## config.mk

```make
export PLATFORM = sky130hd
export DESIGN_NAME = calc_cmd_driver
export DESIGN_NICKNAME = d
export VERILOG_FILES = /design/src/rtl/calc_cmd_driver.sv
export SDC_FILE = /design/constraint.sdc
export NUM_CORES = 1
export LEC_CHECK = 0
export CORE_AREA = 4 4 57 69
export CTS_CLUSTER_DIAMETER = 40
export DETAILED_ROUTE_END_ITERATION = 7
export DIE_AREA = 0 0 61 73
export HOLD_SLACK_MARGIN = 0.02
export PLACE_DENSITY = 0.74
export SYNTH_ARGS = -nofsm -noshare
export SYNTH_HDL_FRONTEND = slang
export SYNTH_SLANG_ARGS = --single-unit
```

## constraint.sdc

```tcl
create_clock -name clock -period 2.1 [get_ports clock]
set_input_delay 0.315 -clock clock [delete_from_list [all_inputs] [get_ports clock]]
set_output_delay 0.315 -clock clock [all_outputs]
set_load 0.02 [all_outputs]
```

## src/rtl/calc_cmd_driver.sv

```systemverilog
// Command-side initiator for the accumulator calculator: splits byte operands into 3-bit en-framed steps.
// Latency: first calc_en one cycle after accept; steps*(HIGH_CYCLES+LOW_CYCLES) cycles per command, done in the last GAP cycle.
// Backpressure: cmd_ready only in IDLE; define CALC_DRV_CHUNK_EN to chunk ADD/SUB/SHL operands, otherwise one step of cmd_value[2:0].
module calc_cmd_driver #(
    parameter int HIGH_CYCLES = 1,
    parameter int LOW_CYCLES  = 1
) (
    input  logic       clock,
    input  logic       reset,
    input  logic       cmd_valid,
    output logic       cmd_ready,
    input  logic [1:0] cmd_op,
    input  logic [7:0] cmd_value,
    output logic       calc_en,
    output logic [2:0] calc_in,
    output logic [1:0] calc_op,
    output logic       busy,
    output logic       done
);
    localparam int CW = 16;
    localparam logic [CW-1:0] HI_LAST = CW'(HIGH_CYCLES - 1);
    localparam logic [CW-1:0] LO_LAST = CW'(LOW_CYCLES - 1);
    localparam logic [1:0]    OP_XOR  = 2'b10;

    typedef enum logic [1:0] {IDLE, ASSERT, GAP} state_t;

    state_t        state;
    logic [CW-1:0] cnt;
    logic          step_final;
    logic          gap_final;

`ifdef CALC_DRV_CHUNK_EN
    logic [7:0] remaining;
    logic [7:0] rem_after;

    function automatic logic [2:0] chunk(input logic [7:0] v);
        return (v > 8'd7) ? 3'd7 : v[2:0];
    endfunction

    // remaining already excludes the step in flight once we reach GAP
    assign rem_after  = remaining - {5'd0, calc_in};
    assign step_final = (rem_after == 8'd0);
    assign gap_final  = (remaining == 8'd0);
`else
    logic unused_value_hi;
    assign unused_value_hi = ^cmd_value[7:3];
    assign step_final      = 1'b1;
    assign gap_final       = 1'b1;
`endif

    assign busy      = (state != IDLE);
    assign cmd_ready = (state == IDLE) && !reset;

    always_ff @(posedge clock) begin
        if (reset) begin
            state   <= IDLE;
            cnt     <= '0;
            calc_en <= 1'b0;
            calc_in <= 3'd0;
            calc_op <= 2'd0;
            done    <= 1'b0;
`ifdef CALC_DRV_CHUNK_EN
            remaining <= 8'd0;
`endif
        end else begin
            done <= 1'b0;
            case (state)
                IDLE: begin
                    if (cmd_valid) begin
                        state   <= ASSERT;
                        cnt     <= '0;
                        calc_en <= 1'b1;
                        calc_op <= cmd_op;
`ifdef CALC_DRV_CHUNK_EN
                        if (cmd_op == OP_XOR) begin
                            calc_in   <= cmd_value[2:0];
                            remaining <= {5'd0, cmd_value[2:0]};
                        end else begin
                            calc_in   <= chunk(cmd_value);
                            remaining <= cmd_value;
                        end
`else
                        calc_in <= cmd_value[2:0];
`endif
                    end
                end
                ASSERT: begin
                    if (cnt == HI_LAST) begin
                        state   <= GAP;
                        cnt     <= '0;
                        calc_en <= 1'b0;
                        done    <= step_final && (LO_LAST == '0);
`ifdef CALC_DRV_CHUNK_EN
                        remaining <= rem_after;
`endif
                    end else begin
                        cnt <= cnt + 16'd1;
                    end
                end
                GAP: begin
                    if (cnt == LO_LAST) begin
                        cnt <= '0;
                        if (gap_final) begin
                            state <= IDLE;
                        end else begin
                            state   <= ASSERT;
                            calc_en <= 1'b1;
`ifdef CALC_DRV_CHUNK_EN
                            calc_in <= chunk(remaining);
`endif
                        end
                    end else begin
                        cnt  <= cnt + 16'd1;
                        done <= gap_final && (cnt + 16'd1 == LO_LAST);
                    end
                end
                default: state <= IDLE;
            endcase
        end
    end
endmodule

```

# --- After elaboration in Yosys (flattened, before gate mapping) ---
# Index checks and enable logic that the tools add are counted.
op_classes:
  eq_ne: 5
  reduce_logical: 13
  n_mux: 13
  add_sub_neg: 1
op_table:
  columns: ["cell", "n"]
  rows:
  - ["$logic_not 16->1", 2]
  - ["$mux 16", 2]
  - ["$pmux 16 s2", 1]
  - ["$add 16x1->16 const B", 1]
  - ["$mux 2", 3]
  - ["$ne 2x2->1 const B", 3]
  - ["$pmux 2 s3", 1]
  - ["$reduce_and 3->1", 2]
  - ["$reduce_bool 2->1", 3]
  - ["$mux 1", 4]
  - ["$pmux 1 s2", 2]
  - ["$reduce_and 2->1", 2]
  - ["$eq 2x1->1 const B", 1]
  - ["$eq 2x2->1 const B", 1]
  - ["$logic_not 2->1", 1]
  - ["$reduce_or 2->1", 1]
  - ["$logic_and 1x1->1", 1]
  - ["$logic_not 1->1", 1]
totals:
  output_inout_bits: 9
  elab_cells: 38
  ff_bits: 25
  input_bits: 13

# --- Depth between registers and ports, before layout ---
depth:
  word_depth: 4
  mapped_depth: 9

# --- Worst setup path after synthesis ---
# Ideal clock, no wire load.
synth_timing:
  kind: "flip-flop to flip-flop"
  from: "register cnt[1]"
  to: "register done"
  synth_period_minus_slack_ps: 2117
  setup_ps: 96
  t_arrival_ps: 2022
  stages_incl_launch_ff: 7
  slack_ps: -17
  path_cell_list: "dfxtp_1 ha_1 nand3_1 nor2_1 xor2_1 a2111o_1 o41ai_2"
synth_between:
  elab_chain_cells: 4
synth_rtl:
  columns: ["item", "line_no", "source"]
  rows:
  - ["from (decl)", "28", "logic [CW-1:0] cnt;"]
  - ["from (signal assigned)", "97", "cnt <= cnt + 16'd1;"]
  - ["from (signal assigned)", "113", "cnt <= cnt + 16'd1;"]
  - ["$add 16x1->16", "114", "done <= gap_final && (cnt + 16'd1 == LO_LAST);"]
  - ["$logic_not 16->1", "114", null]
  - ["$mux 1", "101", "if (cnt == LO_LAST) begin"]
  - ["$pmux 1 s2 *", "67", "case (state)"]
  - ["to (signal assigned)", "92", "done <= step_final && (LO_LAST == '0);"]
  - ["to (signal assigned)", "114", null]
  - ["to (decl)", "18", "output logic done"]
# Mark *: on every way between the ends. The rest lies on a longest branch, timed or not.
# A chain may end at the register's enable or synchronous reset.

# --- Final worst setup path ---
# Same ends and word-level chain as after synthesis.

==> metrics <==
drt pass-1 iters=4; Top Ports=22; post-CTS setup buffers=0; post-synthesis sequential area ratio=32.18%; root buffer cell=clkbuf_8; PortBufs=16; CP bufs+invs=0; Tightest Pin Transition=0.6913 ns; Pleak=0.7045 nW; Clock Tree Buf Depth=2; Antenna diodes=0; Finished Layout Cells=256; Slew Viols, Final=0; WL/cell=15.70 um; post_cts resized=0; Syn Inst Count=193; count leader, synth=dfxtp_1; fill count=303; initial antenna violation count=0; Slew HR=53.61%; DP Cell Count=252; final worst path period need=1.962 ns; hold buffer count at CTS=0; Primary FF master, synth=dfxtp_1; DR iter-0 viols=103; Via density=6.199; CP required=2.28 ns; Routed Antenna Nets=0; CP delay by family, top=compound AO/OA/AOI/OAI gates; reg2reg setup slack=0.14 ns; Critical Path Max Stage Delay=0.40 ns; Sink Count=25; main area contributors after synthesis=dfxtp_1 (32%), a21oi_1 (6.8%), ha_1 (4.0%), nand3_1 (3.5%), o21ai_0 (3.2%); Fin Clk Skew=0.005780 ns; DRC violations left=0; Area Growth Syn to Fin=22.28%; critical path launch point type=register; DIE HEIGHT=73 um; drt total wl=4020 um; share of async-settable or async-resettable flops after synthesis=0%; Critical Path, Cell by Cell=ha_2 > nand3_1 > nor2_2 > xor2_1 > a2111o_1 > o41ai_2; ratio of cells with drive above 1 in the final layout=15.07%; overall power=0.9572 mW; total core area=3281 sq um; global router's overall resource usage=19.96%; ranking of synthesized cells by instance count=dfxtp_1 (25), a21oi_1 (21), nor2_1 (13); maximum fanout along the worst path=6; Setup TNS=0 ns; RSZ-0062 raised after global routing=no; # rows=23; total congestion overflow=0; Critical path origin=cnt[1]; Mean Syn Cell Area=8.058 sq um; worst setup path class=register to register; global-route wire length before repair=6824 um; register bit total from synthesis=25; Max-Cap Viols=0; top cell type's share of synthesized area=32.18%; clock slew at reported path FFs=0.09 ns; Ys Warns=0; worst hold path type=register to register; status=finished, final reports clean; Yosys top cell by area=dfxtp_1; Pwr per Cell Area=503.3 nW/um^2; total die area=4453 sq um; initial cell density of the core=47.41%; gp weighted congestion=0.9486; Hold Vio Cnt, Final=0; Crit-path slowest cell=a2111o_1; Die X-Extent=61 um; CTS Buf Count=3; Setup Viol. Count Final=0; DP Wirelength=2970 um; Syn Nets=211; CTS tree=built; pin count of the biggest net entering global routing=18; Mapped Area=1555 sq um; Final Net Count=238; CP arrival=2.15 ns; Max Clk Rate=509.6 MHz; Hold Path Origin=calc_in[1]; Reg-to-Reg Start=cnt[1]; crit end category=register; worst-skew pair later-pin latency=0.27 ns; Synth cell types=47; H-tree levels=1; maximum vdd drop=397.6 uV; vias in the first global route=1,557; final worst-path cycle share=93.44%; number of synthesized flops with an enable pin=0; vias=1,587
## cells in the final DEF, fill, tap and decap left out, types with 4 or more instances in the layout
cell / netlist / final
nand3_1: 11 / 11
ha_1: 5 / 4
dfxtp_1: 25 / 25
a21oi_1: 21 / 21
nor2_1: 13 / 12
inv_1: 8 / 8
nor3b_1: 4 / 4
nor3_1: 7 / 6
a311oi_1: 5 / 5
o21ai_0: 10 / 10
clkdlybuf4s50_1: 0 / 14
buf_4: 3 / 21
nand2_1: 12 / 12
## power by group
group | switching [mW] | total, mW | leakage (nW) | internal, mW
Sequential | 0.00849 | 0.496 | 0.203 | 0.487
Combinational | 0.0990 | 0.175 | 0.479 | 0.0756
Clock | 0.151 | 0.287 | 0.0228 | 0.136
Total | 0.259 | 0.957 | 0.705 | 0.699
## area by class of cell
| type | count | area, sq um | area share, % |
|---|---|---|---|
| Inverter | 8 | 30.03 | 1.579 |
| Clock buffer | 4 | 45.04 | 2.368 |
| Tap cell | 37 | 46.29 | 2.434 |
| Sequential cell | 25 | 500.5 | 26.32 |
| Multi-Input combinational cell | 145 | 957.2 | 50.33 |
| Timing Repair Buffer | 37 | 322.8 | 16.97 |
## through the flow
stage	setup slack [ns]	area [sq um]	util, %	hold WS [ns]
6_report	0.1377	1902	57.97	0.4615
5_1_grt	0.01065	1902	57.97	0.4822
4_1_cts	0.007199	1889	57.59	0.4640
3_5_place_dp	0.07789	1844	56.22	0.4486
3_3_place_gp	0.1050	1844	56.22	0.4392
2_1_floorplan	0.08110	1558	-	0.4625
## final timing paths
check                           cells after the start         end
worst min-delay path                                2  calc_in[1]
worst max-delay path                                6        done
worst max register to register                      6        done
worst min register to register                      2  calc_in[1]
## worst min-delay path: cells and delay by family (launching register included)
| kind | cells | cell delay [ns] |
|---|---|---|
| and+or+nand+nor | 1 | 0.05 |
| AOI/OAI and AO/OA | 1 | 0.06 |
| DFF | 1 | 0.32 |
## layer usage
metal / vias to the layer above / track usage, % / share of wire [%]
met2: 46 / 33.77 / 49
met3: 10 / 3.009 / 4.7
met1: 763 / 24.06 / 43
met5: - / 0 / 0
li1: 768 / - / -
met4: 0 / 9.639 / 2.6
## cell families after synthesis
logic type      Yosys count  synth area share [%]
compound gates           60                 25.18
fa+ha+maj                 5                 4.023
buf+inv                  23                 6.918
mux                       1                0.6436
flops                    25                 32.18
simple gates             74                 28.24
xor+xnor                  5                 2.816
## sequential cells by signal (all words and copies together), names as in the netlist
signal and cells:
calc_en 1, state 2, done 1, calc_op 2, calc_in 3, cnt 16
Note: power is estimated with default switching activity, not from simulation.
